--- src/rtl/gfx_pkg.sv ---
// Shared definitions for the graphics ROM fetch scheduler: FSM states,
// requester slot assignments and default ROM bus widths.
package gfx_pkg;

    typedef enum logic [1:0] {
        IDLE = 2'd0,
        BUSY = 2'd1,
        RESP = 2'd2
    } fetch_state_t;

    localparam int REQ_BG0 = 0;
    localparam int REQ_BG1 = 1;
    localparam int REQ_FG  = 2;
    localparam int REQ_SPR = 3;

    localparam int ROM_AW = 24;
    localparam int ROM_DW = 32;

    // Width of an index into n requesters, never less than one bit.
    function automatic int idx_width(input int n);
        return (n > 1) ? $clog2(n) : 1;
    endfunction

endpackage

--- src/rtl/gfx_fetch_sched_rr_arbiter.sv ---
// Combinational round-robin pick: the first set request bit at or after
// ptr, wrapping around, returned as a one-hot grant and a binary index.
module rr_arbiter
    import gfx_pkg::*;
#(
    parameter int N_REQ = 4,
    parameter int IW    = idx_width(N_REQ)
) (
    input  logic [N_REQ-1:0] req,
    input  logic [IW-1:0]    ptr,
    output logic [N_REQ-1:0] gnt,
    output logic [IW-1:0]    idx,
    output logic             valid
);

    logic [IW:0] sum;

    // Scan requesters starting at ptr; the first hit wins.
    always_comb begin
        gnt   = '0;
        idx   = '0;
        valid = 1'b0;
        sum   = '0;
        for (int i = 0; i < N_REQ; i++) begin
            sum = {1'b0, ptr} + (IW+1)'(i);
            if (sum >= (IW+1)'(N_REQ)) begin
                sum = sum - (IW+1)'(N_REQ);
            end
            if (!valid && req[sum[IW-1:0]]) begin
                valid              = 1'b1;
                gnt[sum[IW-1:0]]   = 1'b1;
                idx                = sum[IW-1:0];
            end
        end
    end

endmodule

--- src/rtl/gfx_fetch_sched.sv ---
// Per-scanline scheduler and round-robin arbiter for the shared graphics
// ROM port. Derives line/frame strobes from video timing and serialises
// layer fetches, one ROM transaction in flight at a time.
// Optional statistics counters are enabled by defining GFX_FETCH_STATS_EN.
module gfx_fetch_sched
    import gfx_pkg::*;
#(
    parameter int N_REQ   = REQ_SPR + 1,
    parameter int AW      = ROM_AW,
    parameter int DW      = ROM_DW,
    parameter int TIMEOUT = 255
) (
    input  logic                clk,
    input  logic                reset,
    input  logic                clk_pix,
    input  logic                hbl,
    input  logic                vbl,
    input  logic [8:0]          vc,
    output logic                line_start,
    output logic                frame_start,
    output logic [8:0]          line_num,
    input  logic [N_REQ-1:0]    req,
    input  logic [N_REQ*AW-1:0] req_addr,
    output logic [N_REQ-1:0]    done,
    output logic                err,
    output logic [DW-1:0]       rd_data,
    output logic                rom_req,
    output logic [AW-1:0]       rom_addr,
    input  logic                rom_valid,
    input  logic [DW-1:0]       rom_data,
    output logic                overrun
`ifdef GFX_FETCH_STATS_EN
    ,
    output logic [15:0]         stat_overruns,
    output logic [15:0]         stat_busy
`endif
);

    localparam int IW = idx_width(N_REQ);
    localparam int TW = (TIMEOUT > 0) ? $clog2(TIMEOUT + 1) : 1;

    // Video timing tracking
    logic       hbl_q, hbl_d;
    logic       vbl_q, vbl_d;
    logic       line_start_q, line_start_d;
    logic       frame_start_q, frame_start_d;
    logic [8:0] line_num_q, line_num_d;
    logic       overrun_q, overrun_d;

    // Fetch FSM
    fetch_state_t     state_q, state_d;
    logic [IW-1:0]    ptr_q, ptr_d;
    logic [IW-1:0]    gnt_idx_q, gnt_idx_d;
    logic [N_REQ-1:0] gnt_oh_q, gnt_oh_d;
    logic             rom_req_q, rom_req_d;
    logic [AW-1:0]    rom_addr_q, rom_addr_d;
    logic [TW-1:0]    tmo_q, tmo_d;
    logic [N_REQ-1:0] done_q, done_d;
    logic             err_q, err_d;
    logic [DW-1:0]    rd_data_q, rd_data_d;

    logic [N_REQ-1:0] arb_gnt;
    logic [IW-1:0]    arb_idx;
    logic             arb_valid;

    rr_arbiter #(
        .N_REQ (N_REQ),
        .IW    (IW)
    ) u_arb (
        .req   (req),
        .ptr   (ptr_q),
        .gnt   (arb_gnt),
        .idx   (arb_idx),
        .valid (arb_valid)
    );

    // Blanking edges are only meaningful on pixel-enable cycles; the strobes
    // appear the clock after the edge is seen. overrun re-evaluates per line.
    always_comb begin
        hbl_d = hbl_q;
        vbl_d = vbl_q;
        if (clk_pix) begin
            hbl_d = hbl;
            vbl_d = vbl;
        end
        line_start_d  = clk_pix & hbl & ~hbl_q;
        frame_start_d = clk_pix & ~vbl & vbl_q;
        line_num_d    = line_start_d ? (vc + 9'd1) : line_num_q;
        overrun_d     = overrun_q;
        if (line_start_q) begin
            overrun_d = (state_q != IDLE) | (|req);
        end
    end

    // Register the video timing strobes and the per-line overrun flag.
    always_ff @(posedge clk) begin
        if (reset) begin
            hbl_q         <= 1'b0;
            vbl_q         <= 1'b0;
            line_start_q  <= 1'b0;
            frame_start_q <= 1'b0;
            line_num_q    <= '0;
            overrun_q     <= 1'b0;
        end else begin
            hbl_q         <= hbl_d;
            vbl_q         <= vbl_d;
            line_start_q  <= line_start_d;
            frame_start_q <= frame_start_d;
            line_num_q    <= line_num_d;
            overrun_q     <= overrun_d;
        end
    end

    // IDLE grants a requester, BUSY waits for the ROM or the timeout,
    // RESP presents done for one clock and advances the round-robin pointer.
    always_comb begin
        state_d    = state_q;
        ptr_d      = ptr_q;
        gnt_idx_d  = gnt_idx_q;
        gnt_oh_d   = gnt_oh_q;
        rom_req_d  = rom_req_q;
        rom_addr_d = rom_addr_q;
        tmo_d      = tmo_q;
        done_d     = '0;
        err_d      = 1'b0;
        rd_data_d  = rd_data_q;
        case (state_q)
            IDLE: begin
                if (arb_valid) begin
                    state_d    = BUSY;
                    gnt_idx_d  = arb_idx;
                    gnt_oh_d   = arb_gnt;
                    rom_req_d  = 1'b1;
                    rom_addr_d = req_addr[arb_idx*AW +: AW];
                    tmo_d      = '0;
                end
            end
            BUSY: begin
                if (rom_valid) begin
                    state_d   = RESP;
                    rom_req_d = 1'b0;
                    rd_data_d = rom_data;
                    done_d    = gnt_oh_q;
                end else if ((TIMEOUT != 0) && (tmo_q == TW'(TIMEOUT - 1))) begin
                    state_d   = RESP;
                    rom_req_d = 1'b0;
                    rd_data_d = '0;
                    err_d     = 1'b1;
                    done_d    = gnt_oh_q;
                end else begin
                    tmo_d = tmo_q + 1'b1;
                end
            end
            RESP: begin
                state_d = IDLE;
                ptr_d   = (gnt_idx_q == IW'(N_REQ - 1)) ? '0 : (gnt_idx_q + 1'b1);
            end
            default: begin
                state_d = IDLE;
            end
        endcase
    end

    // Fetch FSM state and its registered outputs.
    always_ff @(posedge clk) begin
        if (reset) begin
            state_q    <= IDLE;
            ptr_q      <= '0;
            gnt_idx_q  <= '0;
            gnt_oh_q   <= '0;
            rom_req_q  <= 1'b0;
            rom_addr_q <= '0;
            tmo_q      <= '0;
            done_q     <= '0;
            err_q      <= 1'b0;
            rd_data_q  <= '0;
        end else begin
            state_q    <= state_d;
            ptr_q      <= ptr_d;
            gnt_idx_q  <= gnt_idx_d;
            gnt_oh_q   <= gnt_oh_d;
            rom_req_q  <= rom_req_d;
            rom_addr_q <= rom_addr_d;
            tmo_q      <= tmo_d;
            done_q     <= done_d;
            err_q      <= err_d;
            rd_data_q  <= rd_data_d;
        end
    end

    assign line_start  = line_start_q;
    assign frame_start = frame_start_q;
    assign line_num    = line_num_q;
    assign overrun     = overrun_q;
    assign done        = done_q;
    assign err         = err_q;
    assign rd_data     = rd_data_q;
    assign rom_req     = rom_req_q;
    assign rom_addr    = rom_addr_q;

`ifdef GFX_FETCH_STATS_EN
    logic [15:0] busy_cnt_q, busy_cnt_d;
    logic [15:0] stat_busy_q, stat_busy_d;
    logic [15:0] ovr_cnt_q, ovr_cnt_d;
    logic [15:0] stat_ovr_q, stat_ovr_d;
    logic [15:0] ovr_inc;

    // Saturating busy-cycle count per line and overrun-line count per frame.
    always_comb begin
        stat_busy_d = stat_busy_q;
        stat_ovr_d  = stat_ovr_q;
        busy_cnt_d  = busy_cnt_q;
        if ((state_q != IDLE) && (busy_cnt_q != 16'hFFFF)) begin
            busy_cnt_d = busy_cnt_q + 16'd1;
        end
        if (line_start_q) begin
            stat_busy_d = busy_cnt_q;
            busy_cnt_d  = (state_q != IDLE) ? 16'd1 : 16'd0;
        end
        ovr_inc = ovr_cnt_q;
        if (line_start_q && overrun_d && (ovr_cnt_q != 16'hFFFF)) begin
            ovr_inc = ovr_cnt_q + 16'd1;
        end
        ovr_cnt_d = ovr_inc;
        if (frame_start_q) begin
            stat_ovr_d = ovr_inc;
            ovr_cnt_d  = '0;
        end
    end

    // Register the statistics counters and their latched snapshots.
    always_ff @(posedge clk) begin
        if (reset) begin
            busy_cnt_q  <= '0;
            stat_busy_q <= '0;
            ovr_cnt_q   <= '0;
            stat_ovr_q  <= '0;
        end else begin
            busy_cnt_q  <= busy_cnt_d;
            stat_busy_q <= stat_busy_d;
            ovr_cnt_q   <= ovr_cnt_d;
            stat_ovr_q  <= stat_ovr_d;
        end
    end

    assign stat_overruns = stat_ovr_q;
    assign stat_busy     = stat_busy_q;
`endif

endmodule

--- config.mk ---
export PLATFORM = sky130hd
export DESIGN_NAME = gfx_fetch_sched
export DESIGN_NICKNAME = d
export VERILOG_FILES = /design/src/rtl/gfx_pkg.sv /design/src/rtl/gfx_fetch_sched_rr_arbiter.sv /design/src/rtl/gfx_fetch_sched.sv
export SDC_FILE = /design/constraint.sdc
export NUM_CORES = 1
export LEC_CHECK = 0
export ABC_AREA = 1
export CORE_ASPECT_RATIO = 0.9
export CORE_MARGIN = 1.5
export CORE_UTILIZATION = 30
export CTS_BUF_LIST = sky130_fd_sc_hd__clkbuf_16
export DETAILED_ROUTE_END_ITERATION = 7
export MAX_ROUTING_LAYER = met4
export SLEW_MARGIN = 10
export SYNTH_ARGS = -nofsm -noshare
export SYNTH_HDL_FRONTEND = slang
export SYNTH_SLANG_ARGS = --single-unit
--- constraint.sdc ---
create_clock -name clk -period 2.09 [get_ports clk]
set_clock_uncertainty 0.15 [all_clocks]
set_input_delay 0.5225 -clock clk [delete_from_list [all_inputs] [get_ports clk]]
set_output_delay 0.5225 -clock clk [all_outputs]
set_load 0.02 [all_outputs]
==> results of run 1 <==
==> cells in the mapped netlist (2+ instances only) <==
library cell,count,share of area (%)
a211oi_1,2,0.30
a21oi_1,57,5.7
a31oi_1,4,0.50
buf_2,9,0.91
buf_4,6,0.91
buf_6,4,0.91
clkbuf_1,21,1.6
dfxtp_1,94,38
ha_1,9,2.3
inv_1,57,4.3
inv_2,2,0.15
nand2_1,217,16
nand2_2,4,0.50
nand2_4,3,0.68
nand3_1,106,11
nand3_2,4,0.81
nand4_1,3,0.38
nor2_1,97,7.3
nor2_4,3,0.68
nor3_1,4,0.40
nor4_1,2,0.25
o21ai_0,25,2.5
xnor2_1,3,0.53
xor2_1,6,1.1
==> power by group <==
part           total [mW]  switching, mW  leakage (nW)  internal [mW]
Combinational        2.08           1.06          2.69           1.02
Sequential           2.02         0.0797         0.771           1.95
Clock                1.63          0.712         0.144          0.919
Total                5.74           1.85          3.60           3.89
==> stage by stage <==
stage / setup TNS, ps / total power, mW / std cells / hold WS (ps) / util [%]
after floorplan: 0 / 3.01 / 754 / 255 / -
after global placement: -16840 / 3.93 / 1198 / 262 / 48.1
after detailed placement: -17950 / 3.94 / 1198 / 267 / 48.1
after CTS: -1290 / 5.67 / 1218 / 280 / 50.5
after global routing: -4640 / 6.05 / 1225 / 289 / 52.0
final: -1860 / 5.74 / 1225 / 275 / 52.0
==> metal layers <==
metal,global-route usage (%),routed length [um]
met4,5.64,418
met1,25.0,7750
met3,4.98,809
met5,-,0
met2,33.2,8410
==> worst max path at each step <==
stage,start,endpoint,slack [ps]
after CTS,ptr_q[0],rom_addr[23],-80
after global routing,ptr_q[0],rom_addr[10],-230
after floorplan,ptr_q[1],rom_addr[0],9
final,ptr_q[0],rom_addr[22],-110
after global placement,req[3],rom_addr[15],-560
after detailed placement,req[3],rom_addr[5],-590
==> registers in the layout, indices dropped and copies added (netlist names) <==
register     flops
overrun          1
gnt_idx_q        2
done             4
vbl_q            1
ptr_q            2
rom_addr        24
hbl_q            1
line_start       1
rd_data         32
rom_req          1
tmo_q            8
frame_start      1
state_q          2
line_num         9
gnt_oh_q         4
err              1
==> final cells by class <==
cell class,instances,area (um2)
Inverter,62,248
Tap cell,207,259
Clock inverter,7,63.8
Sequential cell,94,1890
Multi-Input combinational cell,558,2800
Fill cell,1586,7770
Timing Repair Buffer,288,2930
Clock buffer,9,225
==> kinds of logic (layout without fill, tap and decap cells) <==
family	count (synthesis)	in the layout	share of synthesized area [%]
buf+inv	102	366	9.18
compound gates	92	92	9.89
flops	94	94	37.8
simple gates	448	448	39.2
xor+xnor	9	9	1.59
fa+ha+maj	9	9	2.26
==> worst reg2reg max path, stage by stage, from the launching register on <==
cell and delay, ps:
dfxtp_4 380, inv_6 40, ha_4 290, inv_4 50
nand3_4 60, nand2_4 80, a21oi_1 200, nand2_2 150
nand2_8 170, inv_4 70, buf_12 150, nor2_1 110
nor2_1 60, nor2_1 100, nor2_1 40
==> what timing repair did <==
item,in CTS,in global routing
buffers inserted,3,5
gates resized for setup,21,35
pin swaps,7,25
gates cloned,2,2
endpoints found under the setup margin,26,26
hold buffers,0,0
==> flow_summary.json, run 1 <==
{
  "hpwl_um": 12800,
  "crit_fanout": 19,
  "viasPerCell": 4.67,
  "grt_pass1_vias": 5363,
  "async_reset_ff_share_pct": 0,
  "post_drt_wl_per_cell_um": 14.2,
  "holdPathEnd": "done[3]",
  "path_clk_slew_ps": 70,
  "reg2regPathDepth": 14,
  "timing.rr.end": "rom_addr[22]",
  "violations": "setup timing",
  "ant_nets": 0,
  "max_slew.worst_pin.slew_ps": 394,
  "max-clock-path-buffers": 2,
  "critical_path.max_stage_delay_ps": 380,
  "drt_iter0_markers": 266,
  "rsz0062_at_grt": "true",
  "min_period_over_period_pct": 105,
  "cp_common_cell": "nor2_1",
  "hold_start": "gnt_oh_q[3]",
  "critical_path_class": "flip-flop to flip-flop",
  "drive_gt1_share_pct": 14.1,
  "area_growth_pct": 69.3,
  "synthDistinctLibCells": 36,
  "rows": 44,
  "io_buffers": 220,
  "fmax_mhz": 454,
  "cp_slowest_cell": "dfxtp_4",
  "drt_wl_total_um": 17400,
  "gp_congestion": 0.851,
  "postLayoutCellArea_mm2": 0.00842,
  "critical-path-top-delay-family": "simple AND/OR/NAND/NOR gates",
  "grt-ovfl-total": 0,
  "die_x_um": 139,
  "avgSynthCellArea_um2": 6.59,
  "worst-path-buf-inv": 4,
  "synth-edff-count": 0,
  "drv_cap": 0,
  "r2r_start": "ptr_q[0]",
  "synth_nets": 910,
  "grt_max_degree": 34,
  "hold_viol_final": 0,
  "antenna_found_initial": 0,
  "ys.warnings.count": 0,
  "power_density_mw_per_mm2": 682,
  "worst_slack_ps": -111,
  "cp-end-kind": "flip-flop",
  "status": "finished with violations",
  "antenna-diode-count": 0,
  "die-area_mm2": 0.0174,
  "maxSlewHeadroom_pct": 73.6,
  "cts-root-buf": "clkbuf_16",
  "yosysSeqAreaShare_pct": 37.8,
  "ctsHtreeMaxLevel": 3,
  "die_h_um": 125,
  "ir_worst_vdd_v": 0.000384,
  "layout_commonest_cell": "clkdlybuf4s50_1",
  "synth_cells": 754,
  "finalSetupViolCount": 24,
  "core_area_mm2": 0.0162,
  "pre_cts_ws_ps": -591,
  "ys.flop_type": "dfxtp_1",
  "tritoncts": "yes",
  "dr.pass1.iters": 5,
  "cp-start-kind": "flip-flop",
  "worst_skew_pair.late_latency_ps": 350,
  "drv_slew": 0,
  "dpl_cell_area_mm2": 0.00778,
  "cts_buffers": 9,
  "start_util_pct": 30.7,
  "p_leak_nw": 3.60,
  "grt_pass1_wl_um": 27400,
  "nets": 1169,
  "hold_depth": 2,
  "worstPathRequired_ps": 2180,
  "num_vias": 5723,
  "path_cells": "inv_6 > ha_4 > inv_4 > nand3_4 > nand2_4 > a21oi_1 > nand2_2 > nand2_8 > inv_4 > buf_12 > nor2_1 > nor2_1 > nor2_1 > nor2_1",
  "drc": 0,
  "hold_class": "flip-flop to flip-flop",
  "io_pins": 221,
  "netlist_area_mm2": 0.00497,
  "cp.arrival_ps": 2290,
  "cp_num_cells": 14,
  "r2r_slack_ps": -110,
  "ys_ff_latch": 94,
  "grtUsageTotal_pct": 20.3,
  "period_minus_slack_ps": 2200,
  "clock-sinks": 94,
  "final_cell_mix": "214 x clkdlybuf4s50_1, 199 x nand2_1, 95 x nor2_1, 95 x nand3_1, 92 x dfxtp_1"
}
Power figures use the tool's default switching activity.
==> run 2, diff against run 1 <==
--- a/config.mk
+++ b/config.mk
@@ -6,6 +6,7 @@
 export NUM_CORES = 1
 export LEC_CHECK = 0
 export ABC_AREA = 1
+export CAP_MARGIN = 20
 export CORE_ASPECT_RATIO = 0.9
 export CORE_MARGIN = 1.5
 export CORE_UTILIZATION = 30
==> constraint.sdc (replaced) <==
create_clock -name clk -period 2.09 [get_ports clk]
set_clock_uncertainty 0.15 [all_clocks]
set_input_delay 0.627 -clock clk [delete_from_list [all_inputs] [get_ports clk]]
set_output_delay 0.627 -clock clk [all_outputs]
set_load 0.02 [all_outputs]
==> run 2 against run 1 <==
Effect of this change: the flow still finishes with violations (setup timing); count of clock-buffer cells in the layout did not move; critical path type is now input port to flip-flop; routed wire length rose by 3.0%; worst setup slack got worse by 24 ps; register-to-register slack improved by 30 ps; sequential share of layout area fell by 0.060 points; non-clock buffer count rose by 6; combinational power fell by 3%; total power fell by 0.41%; cell count rose by 0.49%; global-route usage rose by 0.49 points.
==> flow_summary.json, run 2 (synthesis results as in run 1) <==
{
  "start_util_pct": 30.7,
  "drv_cap": 0,
  "path_clk_slew_ps": 70,
  "maxSlewHeadroom_pct": 65.4,
  "violations": "setup timing",
  "period_minus_slack_ps": 2220,
  "hold_class": "flip-flop to flip-flop",
  "cp-end-kind": "flip-flop",
  "final_cell_mix": "203 x nand2_1, 147 x clkdlybuf4s50_1, 104 x nand3_1, 92 x dfxtp_1, 88 x nor2_1",
  "io_buffers": 220,
  "grt_max_degree": 34,
  "viasPerCell": 4.63,
  "drc": 0,
  "min_period_over_period_pct": 106,
  "worst_skew_pair.late_latency_ps": 350,
  "grt_pass1_wl_um": 28100,
  "worstPathRequired_ps": 2180,
  "num_vias": 5705,
  "power_density_mw_per_mm2": 677,
  "fmax_mhz": 449,
  "core_area_mm2": 0.0162,
  "finalSetupViolCount": 24,
  "rsz0062_at_grt": "true",
  "grt-ovfl-total": 0,
  "io_pins": 221,
  "cts_hold_buf": 0,
  "grtUsageTotal_pct": 20.8,
  "die_h_um": 125,
  "area_growth_pct": 69.8,
  "rows": 44,
  "gp_congestion": 0.843,
  "hold_viol_final": 0,
  "cts-root-buf": "clkbuf_16",
  "cp.arrival_ps": 2310,
  "max_slew.worst_pin.slew_ps": 517,
  "die-area_mm2": 0.0174,
  "ir_worst_vdd_v": 0.000442,
  "status": "finished with violations",
  "largest_reg_flops": 32,
  "critical_path_class": "input port to flip-flop",
  "ant_nets": 0,
  "drive_gt1_share_pct": 15.1,
  "clock-sinks": 94,
  "antenna_found_initial": 0,
  "ctsHtreeMaxLevel": 3,
  "worst_slack_ps": -135,
  "cp-start-kind": "input port",
  "drv_slew": 0,
  "postLayoutCellArea_mm2": 0.00844,
  "layout_commonest_cell": "nand2_1",
  "cts_buffers": 9,
  "dr.pass1.iters": 5,
  "pre_cts_ws_ps": -699,
  "crit_fanout": 7,
  "antenna-diode-count": 0,
  "drt_wl_total_um": 17900,
  "hpwl_um": 12800,
  "dpl_cell_area_mm2": 0.00779,
  "nets": 1176,
  "fillers": 1633,
  "grt_pass1_vias": 5525,
  "max-clock-path-buffers": 2,
  "tritoncts": "yes",
  "die_x_um": 139,
  "post_drt_wl_per_cell_um": 14.5,
  "drt_iter0_markers": 248,
  "p_leak_nw": 4.17
}
-- run 2: changes by cell type in the layout (fill, tap and decap cells not counted), moves of 7 or more --
cell	previous run	this run
clkdlybuf4s50_1	214	147
dlygate4sd2_1	5	44
dlymetal6s2s_1	0	25
nand3_1	95	104
nand3_2	13	3
nor2_1	95	88
-- run 2: path summary, 6_finish.rpt --
check	from	endpoint	slack (ps)	cells past startpoint
hold reg to reg	gnt_oh_q[3]	done[3]	270	2
hold / removal	gnt_oh_q[3]	done[3]	270	2
setup reg to reg	ptr_q[0]	rom_addr[15]	-80	13
setup / recovery	req[1]	rom_addr[10]	-130	15
-- run 2: routing by layer --
layer	global-route usage (%)	share of wire [%]
met1	25.7	46
met4	7.78	2.6
met3	3.49	3.9
met2	34.1	48
met5	-	0
-- run 2: final cells by class --
class,count,area (um2),area share (%)
Timing Repair Buffer,294,2940,34.8
Multi-Input combinational cell,559,2810,33.3
Sequential cell,94,1890,22.4
Tap cell,207,259,3.07
Inverter,62,250,2.96
Clock buffer,9,225,2.67
Clock inverter,6,68.8,0.815
-- run 2: repair_timing --
item | CTS | global route
resized for setup | 86 | 52
gates cloned | 4 | 3
endpoints found under the setup margin | 72 | 51
pin swaps | 21 | 23
setup buffers | 11 | 2
-- run 2: critical path: stages --
cell	delay [ps]
dlygate4sd2_1	240
buf_4	150
nand2_1	60
nand3_1	90
nand2_2	120
inv_2	60
a21oi_2	140
nand2_2	110
nand2_4	190
inv_6	70
clkbuf_16	170
nor2_1	80
nor2_1	50
nor2_1	90
nor2_1	40
-- run 2: report_power, final --
part	switching [mW]	internal [mW]
Sequential	0.0754	1.94
Clock	0.752	0.930
Combinational	1.07	0.939
Total	1.90	3.81
-- run 2: through the flow --
step	hold WS (ps)	TNS [ps]	util (%)	std cells	power (mW)
CTS	275	-2120	51.6	1231	5.79
global route	297	-4950	52.2	1231	6.04
global placement	263	-21390	48.2	1201	3.93
finish	274	-2720	52.2	1231	5.71
detailed placement	264	-22110	48.2	1201	3.93
floorplan	255	0	-	754	3.01
==> run 3, diff against run 2 <==
--- a/config.mk
+++ b/config.mk
@@ -13,6 +13,7 @@
 export CTS_BUF_LIST = sky130_fd_sc_hd__clkbuf_16
 export DETAILED_ROUTE_END_ITERATION = 7
 export MAX_ROUTING_LAYER = met4
+export PLACE_DENSITY = 0.66
 export SLEW_MARGIN = 10
 export SYNTH_ARGS = -nofsm -noshare
 export SYNTH_HDL_FRONTEND = slang
==> run 3 against run 2 <==
Effect of this change: the run still ends with setup timing left; count of clock-buffer cells in the layout stayed put; die area unchanged; via count up 1.3%; utilization is 1.2 points higher; fmax rose by 2.3%; global-route usage shrank 0.24 points; worst setup slack better by 49 ps; total power shrank 2.5%.
==> flow_summary.json, run 3 (synthesis results as in run 1) <==
{
  "status": "finished with violations",
  "violations": "setup timing",
  "cts_buffers": 9,
  "ant_nets": 0,
  "drt_iter0_markers": 326,
  "drc": 0,
  "finalSetupViolCount": 24,
  "period_minus_slack_ps": 2180,
  "finalNonFillerCells": 1239,
  "drt_wl_total_um": 17400,
  "worst_skew_pair.late_latency_ps": 340,
  "grtUsageTotal_pct": 20.5,
  "cp_slowest_cell": "dfxtp_4",
  "max_slew.worst_pin.slew_ps": 320,
  "start_util_pct": 30.7,
  "hold_class": "flip-flop to flip-flop",
  "ctsHtreeMaxLevel": 3,
  "grt_max_degree": 49,
  "dr.pass1.iters": 4,
  "worst_slack_ps": -85.4,
  "die_x_um": 139,
  "dpl_cell_area_mm2": 0.00788,
  "power_density_mw_per_mm2": 645,
  "grt-ovfl-total": 0,
  "maxSlewHeadroom_pct": 78.7,
  "drv_slew": 0,
  "area_growth_pct": 73.7,
  "cp_common_cell": "nor2_1",
  "dp.cells": 1210,
  "io_buffers": 220,
  "die-area_mm2": 0.0174,
  "viasPerCell": 4.66,
  "max-clock-path-buffers": 2,
  "num_vias": 5778,
  "tritoncts": "yes",
  "cp_num_cells": 15,
  "antenna_found_initial": 0,
  "die_h_um": 125,
  "cts-root-buf": "clkbuf_16",
  "path_clk_slew_ps": 60,
  "worstPathRequired_ps": 2230,
  "largest_reg_flops": 32,
  "cp-start-kind": "flip-flop",
  "critical_path_class": "flip-flop to flip-flop",
  "cp-end-kind": "flip-flop",
  "critical_path.max_stage_delay_ps": 370,
  "worst-path-buf-inv": 5,
  "layout_commonest_cell": "nand2_1",
  "final_cell_mix": "184 x nand2_1, 151 x clkdlybuf4s50_1, 100 x nand3_1, 92 x nor2_1, 92 x dfxtp_1",
  "path_cells": "inv_6 > ha_4 > inv_4 > buf_4 > a21oi_2 > a21boi_2 > buf_4 > nand2_1 > nor2_4 > nor2_8 > buf_12 > nand3_1 > nor2_1 > nor2_1 > nor2_1",
  "pre_cts_ws_ps": -703,
  "ir_worst_vdd_v": 0.000397,
  "hold_depth": 2,
  "p_leak_nw": 4.44,
  "hold_viol_final": 0,
  "nets": 1186,
  "io_pins": 221,
  "cp.arrival_ps": 2310,
  "hold_ws_ps": 273,
  "rsz0062_at_grt": "true",
  "post_drt_wl_per_cell_um": 14.0,
  "hpwl_um": 12800,
  "reg2regPathDepth": 15,
  "final_util_pct": 53.4,
  "core_area_mm2": 0.0162,
  "min_period_over_period_pct": 104,
  "drv_cap": 0,
  "fmax_mhz": 460,
  "drive_gt1_share_pct": 17.4,
  "postLayoutCellArea_mm2": 0.00864,
  "antenna-diode-count": 0,
  "crit_fanout": 9,
  "rows": 44,
  "clock-sinks": 94,
  "critical-path-top-delay-family": "simple AND/OR/NAND/NOR gates",
  "grt_pass1_vias": 5490,
  "grt_pass1_wl_um": 27900,
  "gp_congestion": 0.855
}
run 3: cell count changes in the layout (fill, tap and decap cells not counted), sizes merged:
cell / before / now
dlygate4sd2: 44 / 21
buf: 73 / 86
inv: 62 / 61
clkbuf: 12 / 11
nor2: 103 / 102
clkdlybuf4s50: 147 / 151
bufinv: 1 / 0
dlymetal6s2s: 25 / 43
run 3: repair_timing:
action	4_1_cts	5_1_grt
setup buffers	10	5
gates cloned	1	0
hold buffers	0	0
endpoints found under the setup margin	47	70
pin swaps	23	39
gates resized for setup	64	96
run 3: stage by stage:
stage               total power, mW  TNS (ps)
floorplan                      3.01         0
global placement               3.96    -20360
detailed placement             3.97    -21710
CTS                            5.53     -1310
global route                   5.90     -4410
finish                         5.57     -1100
run 3: final timing paths:
check,start,end,slack (ps)
setup / recovery,ptr_q[0],rom_addr[14],-90
hold reg to reg,gnt_oh_q[3],done[3],270
hold / removal,gnt_oh_q[3],done[3],270
setup reg to reg,ptr_q[0],rom_addr[14],-90
run 3: per-layer routing:
| metal | vias to the layer above | global-route usage (%) | share of wire, % |
|---|---|---|---|
| li1 | 2967 | - | - |
| met1 | 2618 | 25.1 | 44 |
| met2 | 164 | 34.0 | 48 |
| met3 | 29 | 5.29 | 5.2 |
| met4 | 0 | 5.02 | 2.4 |
| met5 | - | - | 0 |
run 3: worst reg2reg max path: cells and delay by family (launching register included):
family | cells | cell delay [ps]
buffers and inverters | 5 | 480
and+or+nand+nor | 7 | 660
DFF | 1 | 370
adders and majority gates | 1 | 280
AOI/OAI and AO/OA | 2 | 190
run 3: final cells by class:
| type | count | area (um2) |
|---|---|---|
| fill | 1595 | 7550 |
| timing repair buffer | 305 | 3110 |
| multi-input combinational | 558 | 2890 |
| sequential | 94 | 1890 |
| tap | 207 | 259 |
| inverter | 62 | 248 |
| clock buffer | 9 | 225 |
| clock inverter | 4 | 18.8 |
run 3: where the power goes:
part	internal, mW	switching, mW	total, mW
Combinational	1.02	1.08	2.10
Clock	0.774	0.678	1.45
Sequential	1.95	0.0751	2.02
Total	3.74	1.83	5.57
